File: src/rtl/mem_arbiter_if.sv
// Cache/memory bus shared by the I-cache, D-cache and main memory around mem_arbiter.
// The slave modport is the arbiter's view; master is the caches-plus-memory environment.
interface mem_arbiter_if;
  logic        i_req;
  logic        i_wr;
  logic [15:0] i_addr;
  logic [15:0] i_wdata;
  logic        i_grant;
  logic        i_ready;
  logic        i_rvalid;
  logic [15:0] i_rdata;

  logic        d_req;
  logic        d_wr;
  logic [15:0] d_addr;
  logic [15:0] d_wdata;
  logic        d_grant;
  logic        d_ready;
  logic        d_rvalid;
  logic [15:0] d_rdata;

  logic        mem_enable;
  logic        mem_wr;
  logic [15:0] mem_addr;
  logic [15:0] mem_data_in;
  logic [15:0] mem_data_out;
  logic        mem_data_valid;

  logic        err;

  modport slave (
    input  i_req, i_wr, i_addr, i_wdata,
    input  d_req, d_wr, d_addr, d_wdata,
    input  mem_data_out, mem_data_valid,
    output i_grant, i_ready, i_rvalid, i_rdata,
    output d_grant, d_ready, d_rvalid, d_rdata,
    output mem_enable, mem_wr, mem_addr, mem_data_in,
    output err
  );

  modport master (
    output i_req, i_wr, i_addr, i_wdata,
    output d_req, d_wr, d_addr, d_wdata,
    output mem_data_out, mem_data_valid,
    input  i_grant, i_ready, i_rvalid, i_rdata,
    input  d_grant, d_ready, d_rvalid, d_rdata,
    input  mem_enable, mem_wr, mem_addr, mem_data_in,
    input  err
  );
endinterface

File: src/rtl/mem_arbiter.sv
// Shares main memory between the I-cache and D-cache: one owner at a time, pipelined
// reads tracked by an outstanding counter, returning words routed to the last owner.
module mem_arbiter #(
  parameter int MAX_OUTSTANDING = 4,
  parameter int CNT_W           = 3
) (
  input  logic         clk,
  input  logic         rst,
  mem_arbiter_if.slave bus
);

  typedef enum logic [1:0] {IDLE, OWN_I, OWN_D, DRAIN} state_e;
  typedef enum logic {SIDE_I, SIDE_D} side_e;

  state_e           state_q, state_d;
  side_e            last_q, last_d;
  logic [CNT_W-1:0] count_q, count_d;
  logic             err_q, err_d;

  logic grant_i, grant_d, ready_i, ready_d;
  logic room, read_issue, ret;

  assign grant_i    = (state_q == OWN_I);
  assign grant_d    = (state_q == OWN_D);
  // A returning word frees a slot in the same cycle, so a full pipeline can keep streaming.
  assign room       = (count_q < CNT_W'(MAX_OUTSTANDING)) || bus.mem_data_valid;
  assign ready_i    = grant_i && bus.i_req && (bus.i_wr || room);
  assign ready_d    = grant_d && bus.d_req && (bus.d_wr || room);
  assign read_issue = (ready_i && !bus.i_wr) || (ready_d && !bus.d_wr);
  assign ret        = bus.mem_data_valid && (count_q != '0);

  assign bus.i_grant     = grant_i;
  assign bus.d_grant     = grant_d;
  assign bus.i_ready     = ready_i;
  assign bus.d_ready     = ready_d;
  assign bus.mem_enable  = ready_i || ready_d;
  assign bus.mem_wr      = (ready_i && bus.i_wr) || (ready_d && bus.d_wr);
  assign bus.mem_addr    = ready_i ? bus.i_addr  : (ready_d ? bus.d_addr  : 16'h0000);
  assign bus.mem_data_in = ready_i ? bus.i_wdata : (ready_d ? bus.d_wdata : 16'h0000);

  // Ownership only changes through IDLE after a full drain, so the last owner is the route.
  assign bus.i_rvalid = ret && (last_q == SIDE_I);
  assign bus.d_rvalid = ret && (last_q == SIDE_D);
  assign bus.i_rdata  = bus.mem_data_out;
  assign bus.d_rdata  = bus.mem_data_out;
  assign bus.err      = err_q;

  always_comb begin
    // NOTE: every variable gets a default first so no path through the case infers a latch.
    state_d = state_q;
    last_d  = last_q;
    count_d = count_q;
    err_d   = err_q;

    unique case (state_q)
      IDLE: begin
        if (bus.d_req && (!bus.i_req || last_q == SIDE_I)) begin
          state_d = OWN_D;
          last_d  = SIDE_D;
        end else if (bus.i_req) begin
          state_d = OWN_I;
          last_d  = SIDE_I;
        end
      end
      OWN_I: if (!bus.i_req) state_d = (count_q == '0) ? IDLE : DRAIN;
      OWN_D: if (!bus.d_req) state_d = (count_q == '0) ? IDLE : DRAIN;
      DRAIN: if (count_q == '0) state_d = IDLE;
      default: state_d = IDLE;
    endcase

    unique case ({read_issue, ret})
      2'b10:   count_d = count_q + 1'b1;
      2'b01:   count_d = count_q - 1'b1;
      default: count_d = count_q;
    endcase

    if (bus.mem_data_valid && count_q == '0 && state_q != IDLE) err_d = 1'b1;
  end

  // NOTE: sequential state uses non-blocking assignments so all registers update together.
  always_ff @(posedge clk or posedge rst) begin
    if (rst) begin
      state_q <= IDLE;
      last_q  <= SIDE_I;
      count_q <= '0;
      err_q   <= 1'b0;
    end else begin
      state_q <= state_d;
      last_q  <= last_d;
      count_q <= count_d;
      err_q   <= err_d;
    end
  end

endmodule

File: src/flat_wrapper.sv
// flat-port wrapper written by rule: the top's interface ports become plain ports
module mem_arbiter_flat 
#(
  parameter int MAX_OUTSTANDING = 4,
  parameter int CNT_W           = 3
)
  (clk, rst, bus_i_req, bus_i_wr, bus_i_addr, bus_i_wdata, bus_d_req, bus_d_wr, bus_d_addr, bus_d_wdata, bus_mem_data_out, bus_mem_data_valid, bus_i_grant, bus_i_ready, bus_i_rvalid, bus_i_rdata, bus_d_grant, bus_d_ready, bus_d_rvalid, bus_d_rdata, bus_mem_enable, bus_mem_wr, bus_mem_addr, bus_mem_data_in, bus_err);
  mem_arbiter_if bus_i ();
  input  logic clk;
  input  logic rst;
  input wire logic [$bits(bus_i.i_req)-1:0] bus_i_req;
  input wire logic [$bits(bus_i.i_wr)-1:0] bus_i_wr;
  input wire logic [$bits(bus_i.i_addr)-1:0] bus_i_addr;
  input wire logic [$bits(bus_i.i_wdata)-1:0] bus_i_wdata;
  input wire logic [$bits(bus_i.d_req)-1:0] bus_d_req;
  input wire logic [$bits(bus_i.d_wr)-1:0] bus_d_wr;
  input wire logic [$bits(bus_i.d_addr)-1:0] bus_d_addr;
  input wire logic [$bits(bus_i.d_wdata)-1:0] bus_d_wdata;
  input wire logic [$bits(bus_i.mem_data_out)-1:0] bus_mem_data_out;
  input wire logic [$bits(bus_i.mem_data_valid)-1:0] bus_mem_data_valid;
  output wire logic [$bits(bus_i.i_grant)-1:0] bus_i_grant;
  output wire logic [$bits(bus_i.i_ready)-1:0] bus_i_ready;
  output wire logic [$bits(bus_i.i_rvalid)-1:0] bus_i_rvalid;
  output wire logic [$bits(bus_i.i_rdata)-1:0] bus_i_rdata;
  output wire logic [$bits(bus_i.d_grant)-1:0] bus_d_grant;
  output wire logic [$bits(bus_i.d_ready)-1:0] bus_d_ready;
  output wire logic [$bits(bus_i.d_rvalid)-1:0] bus_d_rvalid;
  output wire logic [$bits(bus_i.d_rdata)-1:0] bus_d_rdata;
  output wire logic [$bits(bus_i.mem_enable)-1:0] bus_mem_enable;
  output wire logic [$bits(bus_i.mem_wr)-1:0] bus_mem_wr;
  output wire logic [$bits(bus_i.mem_addr)-1:0] bus_mem_addr;
  output wire logic [$bits(bus_i.mem_data_in)-1:0] bus_mem_data_in;
  output wire logic [$bits(bus_i.err)-1:0] bus_err;
  assign bus_i.i_req = bus_i_req;
  assign bus_i.i_wr = bus_i_wr;
  assign bus_i.i_addr = bus_i_addr;
  assign bus_i.i_wdata = bus_i_wdata;
  assign bus_i.d_req = bus_d_req;
  assign bus_i.d_wr = bus_d_wr;
  assign bus_i.d_addr = bus_d_addr;
  assign bus_i.d_wdata = bus_d_wdata;
  assign bus_i.mem_data_out = bus_mem_data_out;
  assign bus_i.mem_data_valid = bus_mem_data_valid;
  assign bus_i_grant = bus_i.i_grant;
  assign bus_i_ready = bus_i.i_ready;
  assign bus_i_rvalid = bus_i.i_rvalid;
  assign bus_i_rdata = bus_i.i_rdata;
  assign bus_d_grant = bus_i.d_grant;
  assign bus_d_ready = bus_i.d_ready;
  assign bus_d_rvalid = bus_i.d_rvalid;
  assign bus_d_rdata = bus_i.d_rdata;
  assign bus_mem_enable = bus_i.mem_enable;
  assign bus_mem_wr = bus_i.mem_wr;
  assign bus_mem_addr = bus_i.mem_addr;
  assign bus_mem_data_in = bus_i.mem_data_in;
  assign bus_err = bus_i.err;
  mem_arbiter #(.MAX_OUTSTANDING(MAX_OUTSTANDING), .CNT_W(CNT_W)) u_core (.clk(clk), .rst(rst), .bus(bus_i));
endmodule
File: config.mk
export PLATFORM = sky130hd
export DESIGN_NAME = mem_arbiter_flat
export DESIGN_NICKNAME = d
export VERILOG_FILES = /design/src/rtl/mem_arbiter_if.sv /design/src/rtl/mem_arbiter.sv /design/src/flat_wrapper.sv
export SDC_FILE = /design/constraint.sdc
export NUM_CORES = 1
export LEC_CHECK = 0
export ABC_AREA = 1
export BUFFER_PORTS_ARGS = -buffer_cell sky130_fd_sc_hd__buf_2
export CAP_MARGIN = 10
export CORE_MARGIN = 3
export CORE_UTILIZATION = 30
export CTS_CLUSTER_SIZE = 12
export DETAILED_ROUTE_END_ITERATION = 10
export GPL_TIMING_DRIVEN = 0
export PLACE_DENSITY_LB_ADDON = 0.08
export SYNTH_ARGS = -nofsm -noshare
export SYNTH_HDL_FRONTEND = slang
export SYNTH_SLANG_ARGS = --single-unit
File: constraint.sdc
create_clock -name clk -period 2.5 [get_ports clk]
set_clock_uncertainty 0.1 [all_clocks]
set_input_delay 0.25 -clock clk [delete_from_list [all_inputs] [get_ports clk]]
set_output_delay 0.25 -clock clk [all_outputs]
set_load 0.01 [all_outputs]
* Yosys cells after proc, flatten, opt, wreduce, memory -nomap -nowiden *
Index checks and enable logic that the tools add are counted.

operators by class
  magnitude comparators = 1
  bitwise operators = 1
  multiplexer cells = 14
  eq/ne operators = 9
  $add $sub $neg = 2
  reductions and logical operators = 32

operators with widths
  kind                                                                      number
  16-bit two-way mux                                                        4
  1-bit logical AND                                                         14
  2-bit two-way mux                                                         6
  2-bit one-hot mux with 4 select lines                                     1
  1-bit logical OR                                                          7
  2-bit == test (second input constant)                                     3
  3-bit one-hot mux with 2 select lines                                     1
  2-bit nonzero test                                                        3
  2-bit by 1-bit == test with 1-bit output (second input constant)          2
  2-bit inequality test (second input constant)                             2
  4-bit AND reduction                                                       1
  3-bit by 1-bit adder with 3-bit output (second input constant)            1
  1-bit zero test                                                           3
  3-bit zero test                                                           1
  3-bit less-than comparator (second input constant)                        1
  3-bit by 2-bit inequality test with 1-bit output (second input constant)  1
  3-bit nonzero test                                                        1
  3-bit by 1-bit subtractor with 3-bit output (second input constant)       1
  2-bit zero test                                                           1
  1-bit two-way mux                                                         2
  2-bit by 1-bit inequality test with 1-bit output (second input constant)  1
  2-bit AND reduction                                                       1
  1-bit NOT                                                                 1

storage, ports and cells
  word-level logic and storage cells = 63
  register bits = 7
  input bits = 87

* Depth between registers and ports, before layout *
Gate-level depths: netlist of run 1.

  word-level depth = 8
  mapped depth = 14
  gate-level depth less buffers = 13

* Least setup slack after synthesis of run 1 *
Ideal clock, no wire load.

  kind = register to register
  start = register u_core.state_q[1]
  end = register u_core.count_q[2]
  setup time = 0.079 ns
  required time = 2.321 ns
  arrival time = 2.225 ns
  stages on the path, launching flop included = 15
  slack = 0.096 ns
  buffers on the path = 1
  path through = dfrtp_1 -> inv_1 -> ha_1 -> nand2_1 -> inv_1 -> nand2_2 -> buf_4 -> o22ai_1 -> inv_1 -> ha_1 -> inv_1 -> fa_1 -> or2_2 -> nand2_1 -> xor2_1

between the ends
  cells in the longest elaborated chain, start to end = 7
  elaborated cells on any way between the ends = 13

RTL lines
  element                                                                             RTL line            RTL
  start: declaration                                                                  mem_arbiter.sv:15   state_e state_q, state_d;
  start signal: assignment                                                            mem_arbiter.sv:88   state_q <= state_d;
  2-bit by 1-bit == test with 1-bit output (*)                                        mem_arbiter.sv:23   assign grant_i = (state_q == OWN_I);
  net bus_i_grant                                                                     flat_wrapper.sv:21  output wire logic [$bits(bus_i.i_grant)-1:0] bus_i_grant;
  1-bit logical AND (*) (2 in series)                                                 mem_arbiter.sv:27   assign ready_i = grant_i && bus.i_req && (bus.i_wr || room);
  1-bit logical AND (*)                                                               mem_arbiter.sv:29   assign read_issue = (ready_i && !bus.i_wr) || (ready_d && !bus.d_wr);
  1-bit logical OR (*)                                                                mem_arbiter.sv:29
  2-bit by 1-bit == test with 1-bit output / 2-bit == test (equally long branches)    mem_arbiter.sv:71   unique case ({read_issue, ret})
  3-bit one-hot mux with 2 select lines / 2-bit nonzero test (equally long branches)  n/a
  end signal: assignment                                                              mem_arbiter.sv:90   count_q <= count_d;
  end: declaration                                                                    mem_arbiter.sv:17   logic [CNT_W-1:0] count_q, count_d;

Mark *: on every way through the listed nets, which the timed path passes. The rest lies on a longest branch.
A chain may end at the register's enable or synchronous reset.

* Worst setup path after layout of run 1 *
  start = register u_core.state_q[1]
  end = register u_core.count_q[2]

between the ends
  cells in the longest elaborated chain, start to end = 7
  elaborated cells on any way between the ends = 13

RTL lines
  element                                                                             RTL line
  2-bit by 1-bit == test with 1-bit output / 2-bit == test (equally long branches)    mem_arbiter.sv:23, mem_arbiter.sv:24
  1-bit logical AND (on tied branches) (2 in series)                                  mem_arbiter.sv:27, mem_arbiter.sv:28
  1-bit logical AND                                                                   mem_arbiter.sv:29
  1-bit logical OR (*)                                                                mem_arbiter.sv:29
  2-bit by 1-bit == test with 1-bit output / 2-bit == test (equally long branches)    mem_arbiter.sv:71
  3-bit one-hot mux with 2 select lines / 2-bit nonzero test (equally long branches)  n/a

Mark *: on every way between the ends. The rest lies on a longest branch, timed or not.

==> results of run 1 <==
cells in the mapped netlist:
library cell	number
and3_1	1
buf_4	36
nand2_1	83
xnor2_1	1
xor2_1	1
ha_1	6
o22ai_1	2
inv_1	15
a21oi_1	2
inv_2	3
or2_2	1
or2_1	1
nand2_2	3
nor3_1	1
buf_2	2
nand3_1	37
nor2_1	4
dfrtp_1	7
o21ai_4	1
o21bai_1	1
buf_6	3
o21ai_0	3
fa_1	1
registers in the layout (all words and copies together), names as in the netlist:
signal and count:
u_core.state_q 2, u_core.count_q 3, u_core.last_q 1, u_core.bus.err 1
power breakdown:
group / leakage [nW] / total [mW] / internal [mW] / switching, mW
clock: 0.0228 / 0.159 / 0.110 / 0.0488
combinational: 1.35 / 1.16 / 0.506 / 0.653
sequential: 0.0822 / 0.217 / 0.174 / 0.0428
total: 1.46 / 1.53 / 0.790 / 0.745
per-layer routing:
metal  routed length, um  global-route usage
met1                1900               0.220
met2                2470               0.334
met3                 432              0.0238
met4                  52              0.0438
met5                   0                   0
worst max-delay path: stages (launching register included):
cell     delay (ns)
dfrtp_1        0.37
buf_4          0.14
ha_1           0.19
nand2_2        0.12
inv_2          0.05
nand2_2        0.08
o22ai_1        0.08
inv_1          0.06
ha_1           0.13
inv_1          0.06
fa_2           0.34
or2_2          0.29
nand2_1        0.08
xor2_1         0.14
kinds of logic after synthesis:
family / share of synthesized area
fa+ha+maj: 0.0740
compound gates: 0.0477
simple gates: 0.431
flops: 0.136
buf+inv: 0.297
xor+xnor: 0.0136
stage by stage:
step                hold slack, ns  total power [mW]  instances   util
finish                       0.212              1.53        417  0.532
floorplan                  -0.0466             0.955        215      -
global placement            0.0840              1.35        408  0.508
detailed placement          0.0845              1.36        408  0.508
CTS                          0.211              1.55        414  0.527
global route                 0.245              1.73        417  0.532
worst max-delay path by stage:
stage               slack (ns)  cells past startpoint                             to
floorplan                  0.1                     14  u_core.count_q[2]$_DFFE_PP0P_
global placement         -0.09                     14  u_core.count_q[2]$_DFFE_PP0P_
detailed placement       -0.09                     14  u_core.count_q[2]$_DFFE_PP0P_
CTS                       0.02                     13  u_core.count_q[2]$_DFFE_PP0P_
global route            0.0006                     13  u_core.count_q[2]$_DFFE_PP0P_
finish                    0.17                     13  u_core.count_q[2]$_DFFE_PP0P_
final cells by class:
cell class              count  area, um2
flip-flops and latches      7        175
inverters                  18       67.6
repair buffers            149        763
clock buffers               4       45.0
multi-input cells         149        738
well taps                  50       62.6
fillers                   404       1900
plain buffers              40        307
repair_timing:
| action | CTS | global route |
|---|---|---|
| endpoints found under the hold margin | 7 | 0 |
| pin swaps | 0 | 1 |
| resized for setup | 3 | 1 |
| buffers inserted | 1 | 4 |
| hold buffers | 1 | 0 |
| endpoints found under the setup margin | 1 | 1 |
==> impl_results.md, run 1 <==
- Status: finished, final reports clean
- Setup TNS: 0 ns
- # diodes: 0
- Syn Area/Cell: 5.98 um2
- CTS root buffer: clkbuf_8
- Peak VDD IR: 0.512 mV
- 1st-iter DRT viols: 46
- CP endpoint kind: flop
- Crit share post-route: 0.931
- Synthesized flop and latch total: 7
- Commonest non-fill, non-tap cells in the layout: buf_2, nand2_1, buf_4, nand3_1, inv_1
- FF-to-FF path depth: 13
- Pwr Density: about 700 nW/um2
- Worst Setup Path Type: flop to flop
- FF-to-FF End: u_core.count_q[2]$_DFFE_PP0P_
- Final Max Slew Viols: 0
- Critical Path Source: u_core.state_q[1]$_DFFE_PP0P_
- Hold path startpoint: bus_mem_data_valid
- TritonCTS buffer count: 3
- Worst setup margin: 0.172 ns
- Synth top area cells: nand2_1, buf_4, nand3_1, dfrtp_1, ha_1
- Hold Path End: u_core.bus.err$_DFFE_PP0P_
- Fin. Hold Viols: 0
- Via density: 4.31
- DP Area: 2060 um2
- Area leader, netlist: nand2_1
- Average wire per cell in the routed design: 11.6 um
- Fraction of layout cells with a size suffix above 1: 0.548
- Global-route wire length before repair: 7580 um
- Critical Path Source Type: flop
- Worst slack, placed: -0.0910 ns
- Largest net degree at the start of global routing: 11
- Clock transition at the registers of the reported paths: 0.04 ns
- DRT Pass-1 Iters: 4
- Top-level port count: 160
- Mapped Cells: 215
- Hold crit path type: input pin to flop
- Final instance area: 2160 um2
- PortBufs: 143
- DIE AREA: ~5100 um2
- Crit-path max FO: 4
- GR Util All Layers: 0.181
- Worst path required time: 2.55 ns
- Die X-Extent: 71.4 um
- Max-cap violations: 0
- Initial antenna violation count: 0
- CTS tree: done
- Worst reg2reg startpoint: u_core.state_q[1]$_DFFE_PP0P_
- RePlAce Congestion: 0.787
- Post-synthesis sequential area ratio: 0.136
- Critical path arrival: 2.38 ns
- Tmin final: 2.33 ns
- H-Tree Depth: 1
- Initial Utilization: 0.317
- Clk sinks: 7
- Worst Tran Pin Value: 0.255 ns
- Detailed-route via count: 1798
- Final nets: 462
- Synth cell types: 23
- Grt ovf: 0
- Hold depth: 3
- Peak Freq: approximately 430 MHz
- Clk buf depth: 2
- Die H: 71.4 um
- Yosys top cell area share: 0.242
- Relative slew margins: 0.830
- Total core area: roughly 4000 um2
- FF-to-FF setup slack: 0.17 ns
- Cell Area, Synth: 1280 um2
- Vias in the first global route: 1594
- DP HPWL: 4200 um
- Antenna-violating nets left: 0
- FP Rows: 23
- Commonest non-fill, non-tap cell in the layout: buf_2
- Later-pin clock latency in the skew report: 0.22 ns
- Drc violations: 0
- Warnings, synthesis: 0
- WL final: 4850 um
- Syn_nets: around 300
- Leakage: 1.46 nW
- Synth-to-layout area growth: 68.0%
- RSZ-0062 raised after global routing: false
- Setup-failing EPs final: 0
Power figures use the tool's default switching activity.
==> run 2, diff against run 1 <==
CORE_MARGIN = 10   (was 3)
CTS_BUF_LIST = sky130_fd_sc_hd__clkbuf_16   (was not set)
==> run 2 against run 1 <==
  * Clock power rose by 65%
  * Non-clock buffer count rose by 3
  * Register-to-register slack improved by 0.05 ns
  * Critical endpoint unchanged
  * Largest power group unchanged
==> impl_results.md, run 2 (synthesis gave the netlist of run 1 again) <==
- Status: finished, final reports clean
- CTS tree: done
- Vias in the first global route: 1748 (+9.7%)
- Worst Setup Path Type: flop to flop
- CP max-delay cell: dfrtp_1
- Pwr Density: 760 nW/um2 (+6.8%)
- Drc violations: 0 (unchanged)
- Later-pin clock latency in the skew report: 0.23 ns (about the same)
- Crit-path cells: buf_4 > ha_1 > nand2_2 > inv_2 > nand2_2 > o22ai_1 > inv_1 > ha_1 > inv_1 > fa_2 > or2_2 > nand2_1 > xor2_1
- Hold WS: 0.215 ns (+0.00275 ns)
- Via density: 4.38 (+1.5%)
- Average wire per cell in the routed design: 14.2 um (+22%)
- Crit-path max cell delay: 0.37 ns (about the same)
- Die X-Extent: 85.4 um (+20%)
- Synth-to-layout area growth: 72.2%
- Largest registers: u_core.count_q x3, u_core.state_q x2
- DIE AREA: 7300 um2 (+43%)
- Initial Utilization: 0.314 (-0.00223)
- Clk buf depth: 2 (unchanged)
- Setup-failing EPs final: 0 (unchanged)
- Critical path arrival: 2.33 ns (-0.05 ns)
- # diodes: 0 (unchanged)
- Area of the multi-input gates: 736 um2 (-0.34%)
- Hold path startpoint: bus_mem_data_valid
- PortBufs: 143 (unchanged)
- RePlAce Congestion: 0.788 (+0.13%)
- Detailed-route via count: 1839 (+2.3%)
- CP endpoint kind: flop
- Critical Path Source Type: flop
- FP Rows: 23 (unchanged)
- Relative slew margins: 0.830 (about the same)
- Setup TNS: 0 ns (unchanged)
- WL final: 5970 um (+23%)
- Fin. Hold Viols: 0 (unchanged)
- Worst slack, placed: -0.0902 ns (+0.000733 ns)
- Top-level port count: 160 (unchanged)
- Die H: 85.4 um (+20%)
- DP HPWL: 5270 um (+25%)
- Filler instances: 427 (+5.7%)
- Max-cap violations: 0 (unchanged)
- Crit share post-route: 0.912 (-0.0191)
- Worst Tran Pin Value: 0.253 ns (-0.00147 ns)
- TritonCTS buffer count: 3 (unchanged)
- CTS root buffer: clkbuf_16
- Max reg flops: 3 (unchanged)
- Leakage: 1.49 nW (+2.2%)
- Critical Path Source: u_core.state_q[1]$_DFFE_PP0P_
- Hold crit path type: input pin to flop
- Clock transition at the registers of the reported paths: 0.03 ns (about the same)
- Final nets: 465 (+0.65%)
- Antenna-violating nets left: 0 (unchanged)
- Final cell count without fillers: 420 (+0.72%)
- Worst setup margin: 0.220 ns (+0.0478 ns)
- Total core area: 4090 um2 (+0.71%)
- Largest net degree at the start of global routing: 11 (unchanged)
- Tmin final: 2.28 ns (-0.0478 ns)
- Clk sinks: 7 (unchanged)
- Commonest non-fill, non-tap cells in the layout: buf_2, nand2_1, buf_4, nand3_1, inv_1
- Worst path required time: 2.55 ns (about the same)
- GR Util All Layers: 0.150 (-0.0310)
- Seq. cell area: 175 um2 (unchanged)
- Largest Register: u_core.count_q
- Fraction of layout cells with a size suffix above 1: 0.551 (+0.00367)
- Global-route wire length before repair: 9230 um (+22%)
- Placed cell count: 408 (unchanged)
- RSZ-0062 raised after global routing: false
- Total power: 1.68 mW (+9.5%)
- Worst reg2reg startpoint: u_core.state_q[1]$_DFFE_PP0P_
- H-Tree Depth: 1 (unchanged)
- Grt ovf: 0 (unchanged)
- Commonest non-fill, non-tap cell in the layout: buf_2
- Final Max Slew Viols: 0 (unchanged)
- Peak Freq: 439 MHz (+2.1%)
- Initial antenna violation count: 0 (unchanged)
- 1st-iter DRT viols: 66 (+43%)
- DRT Pass-1 Iters: 5 (+1)
- Crit-path max FO: 3 (-1)
- Peak VDD IR: 0.687 mV (+34%)
==> run 2: final timing paths <==
check                                                end  slack (ns)  cells past startpoint
setup / recovery           u_core.count_q[2]$_DFFE_PP0P_        0.22                     13
hold / removal                u_core.bus.err$_DFFE_PP0P_        0.21                      3
setup reg to reg           u_core.count_q[2]$_DFFE_PP0P_        0.22                     13
hold reg to reg               u_core.bus.err$_DFFE_PP0P_        0.37                      1
max in group asynchronous  u_core.state_q[0]$_DFFE_PP0P_        1.72                      3
min in group asynchronous  u_core.count_q[2]$_DFFE_PP0P_        0.39                      3
==> run 2: area by class of cell <==
class / instances / share of cell area
Buffer: 40 / 0.139
Clock buffer: 3 / 0.0339
Clock inverter: 1 / 0.00170
Inverter: 18 / 0.0305
Multi-Input combinational cell: 149 / 0.333
Sequential cell: 7 / 0.0792
Tap cell: 50 / 0.0283
Timing Repair Buffer: 152 / 0.355
==> run 2: what timing repair did <==
item | in CTS | in global routing
hold endpoints to repair | 7 | 0
hold buffers | 1 | 0
setup buffers | 1 | 7
setup endpoints to repair | 1 | 2
resized for setup | 2 | 2
pin swaps | 0 | 3
==> run 2: layer usage <==
metal | vias to the layer above | GRT usage | wire length, um
met2 | 91 | 0.283 | 3170
li1 | 952 | - | -
met3 | 11 | 0.0526 | 672
met4 | 0 | 0.0299 | 58
met1 | 785 | 0.155 | 2080
met5 | - | 0 | 0
==> run 2: stage by stage <==
stage               area, um2   util
finish                   2210  0.541
global route             2210  0.541
CTS                      2170  0.531
detailed placement       2060  0.505
global placement         2060  0.505
floorplan                1280      -
==> run 2: where the power goes <==
group          switching (mW)  internal (mW)  total [mW]  leakage (nW)
logic                   0.672          0.524        1.20          1.36
registers              0.0469          0.174       0.221        0.0822
clock network          0.0559          0.207       0.263        0.0423
total                   0.774          0.906        1.68          1.49
==> run 2: critical path: cells and delay by family (launching register included) <==
kind            cells  cell delay (ns)
xor+xnor            1             0.15
simple gates        4             0.54
compound gates      1             0.08
flops               1             0.37
fa+ha+maj           3             0.65
buf+inv             4             0.32
==> run 3, diff against run 2 <==
==> constraint.sdc (replaced) <==
create_clock -name clk -period 2.5 [get_ports clk]
set_clock_uncertainty 0.1 [all_clocks]
set_input_delay 0.5 -clock clk [delete_from_list [all_inputs] [get_ports clk]]
set_output_delay 0.5 -clock clk [all_outputs]
set_load 0.01 [all_outputs]
==> run 3 against run 2 <==
  * Sequential cell count did not move
  * Register-to-register slack got worse by 0.02 ns
  * Cell count fell by 0.71%
  * Clock-buffer cell count did not move
  * Non-clock buffer count fell by 3
  * Via count fell by 0.71%
  * Sequential power barely moved
==> impl_results.md, run 3 (synthesis gave the netlist of run 1 again) <==
- Worst path required time: 1.90 ns (-0.65 ns)
- Global-route wire length before repair: 9210 um (-0.23%)
- PortBufs: 143 (unchanged)
- DIE AREA: 7300 um2 (unchanged)
- RSZ-0062 raised after global routing: false
- Peak VDD IR: 0.686 mV (-0.14%)
- Hold WS: 0.0823 ns (-0.132 ns)
- RePlAce Congestion: 0.788 (unchanged)
- Final nets: 462 (-0.65%)
- Commonest non-fill, non-tap cell in the layout: buf_2
- Met2 wire len: 3170 um (about the same)
- Max-cap violations: 0 (unchanged)
- DRT met1 WL: 2080 um (about the same)
- Later-pin clock latency in the skew report: 0.23 ns (about the same)
- Antenna-violating nets left: 0 (unchanged)
- Crit share post-route: 0.933 (+0.0206)
- Via density: 4.38 (about the same)
- Relative slew margins: 0.831 (about the same)
- FP Rows: 23 (unchanged)
- Leakage: 1.47 nW (-0.86%)
- Peak Freq: 429 MHz (-2.2%)
- FF-to-FF End: u_core.count_q[2]$_DFFE_PP0P_
- Worst Setup Path Type: flop to primary output
- Crit-path max FO: 10 (+7)
- CP max-delay cell: dfrtp_1
- Worst slack, placed: -0.0902 ns (unchanged)
- Setup-failing EPs final: 0 (unchanged)
- CTS tree: done
- Hold crit path type: input pin to asynchronous set/reset pin
- Grt ovf: 0 (unchanged)
- Final Max Slew Viols: 0 (unchanged)
- Die X-Extent: 85.4 um (unchanged)
- Largest registers: u_core.count_q x3, u_core.state_q x2
- Pwr Density: 764 nW/um2 (+0.61%)
- Initial antenna violation count: 0 (unchanged)
- FF-to-FF setup slack: 0.20 ns (-0.02 ns)
- Worst setup margin: 0.169 ns (-0.0515 ns)
- Fin. Hold Viols: 0 (unchanged)
- Clock transition at the registers of the reported paths: 0.03 ns (about the same)
- Critical Path Source Type: flop
- Tmin final: 2.33 ns (+0.0515 ns)
- TritonCTS buffer count: 3 (unchanged)
- DRT Pass-1 Iters: 5 (unchanged)
- Crit-path max cell delay: 0.38 ns (about the same)
- DP HPWL: 5270 um (unchanged)
- Largest Register: u_core.count_q
- WL met3: 675 um (+0.45%)
- Crit-path cells: inv_1 > ha_2 > nand2_2 > inv_1 > nand2_4 > buf_4 > buf_2 > nand3_1 > nand2_1 > buf_2
- Detailed-route via count: 1826 (-0.71%)
- Largest net degree at the start of global routing: 11 (unchanged)
- Top-level port count: 160 (unchanged)
- Drc violations: 0 (unchanged)
- WL final: 5960 um (-0.17%)
- CTS Hold Bufs: 0 (-1)
- Total power: 1.68 mW (+0.16%)
- # diodes: 0 (unchanged)
- FF-to-FF path depth: 13 (unchanged)
- Commonest non-fill, non-tap cells in the layout: buf_2, nand2_1, buf_4, nand3_1, inv_1
- CP endpoint kind: primary output
- Worst Tran Pin Value: 0.252 ns (-0.00115 ns)
- Clk buf depth: 2 (unchanged)
- Average wire per cell in the routed design: 14.3 um (+0.55%)
- Synth-to-layout area growth: 71.4%
- GR Util All Layers: 0.150 (-0.000388)
- Critical path arrival: 1.73 ns (-0.60 ns)
- Max Used Layer: met4
- Status: finished, final reports clean
- H-Tree Depth: 1 (unchanged)
- Fraction of layout cells with a size suffix above 1: 0.561 (+0.00996)
- CTS root buffer: clkbuf_16
- CP Buf/Inv Count: 5 (+1)
- Total core area: 4090 um2 (unchanged)
- Setup TNS: 0 ns (unchanged)
- Die H: 85.4 um (unchanged)
- Worst reg2reg startpoint: u_core.state_q[1]$_DFFE_PP0P_
- 1st-iter DRT viols: 62 (-6.1%)
- Critical Path Source: u_core.state_q[1]$_DFFE_PP0P_
- Final Core Density: 0.539 (-0.00245)
- Clk sinks: 7 (unchanged)
- Vias in the first global route: 1745 (-0.17%)
- Delay-heaviest family, CP: buffers and inverters
- Initial Utilization: 0.314 (unchanged)
- Max reg flops: 3 (unchanged)
[run 3: cell count changes in the layout (fill, tap and decap cells not counted), sizes merged]
cell,before,now
buf,191,189
dlygate4sd3,1,0
[run 3: area by class of cell]
cell class | count | area (um2)
fillers | 427 | 1880
repair buffers | 148 | 753
multi-input cells | 149 | 743
plain buffers | 41 | 322
flip-flops and latches | 7 | 175
clock buffers | 3 | 75.1
inverters | 18 | 67.6
well taps | 50 | 62.6
clock inverters | 1 | 3.75
[run 3: where the power goes]
part	leakage [nW]	total, mW	internal (mW)	switching, mW
sequential	0.0822	0.222	0.174	0.0476
combinational	1.35	1.20	0.524	0.674
clock	0.0423	0.264	0.208	0.0561
total	1.47	1.68	0.906	0.777
[run 3: layer usage]
| metal | vias up | GRT usage |
|---|---|---|
| li1 | 943 | - |
| met1 | 789 | 0.155 |
| met2 | 87 | 0.283 |
| met3 | 7 | 0.0507 |
| met4 | 0 | 0.0299 |
| met5 | - | 0 |
[run 3: per-stage QoR]
step,area (um2),std cells
3_5_place_dp,2060,408
5_1_grt,2200,417
6_report,2200,417
3_3_place_gp,2060,408
2_1_floorplan,1280,215
4_1_cts,2160,413
[run 3: worst reg2reg max path: cells and delay by family (launching register included)]
family	cells	cell delay, ns
adders and majority gates	3	0.65
and+or+nand+nor	4	0.58
DFF	1	0.38
buffers and inverters	4	0.31
xor gates and xnor gates	1	0.15
AOI/OAI and AO/OA	1	0.08
[run 3: worst max-delay path by stage]
stage	to	slack, ns	cells after the start
finish	bus_mem_addr[9]	0.17	10
global route	bus_mem_addr[7]	0.005	10
CTS	u_core.count_q[2]$_DFFE_PP0P_	0.005	13
detailed placement	u_core.count_q[2]$_DFFE_PP0P_	-0.09	14
global placement	u_core.count_q[2]$_DFFE_PP0P_	-0.06	14
floorplan	u_core.count_q[2]$_DFFE_PP0P_	0.1	14
[run 3: repair_timing]
action	4_1_cts	5_1_grt
endpoints found under the hold margin	0	0
endpoints found under the setup margin	1	4
pin swaps	0	3
gates resized for setup	2	7
setup buffers	1	4
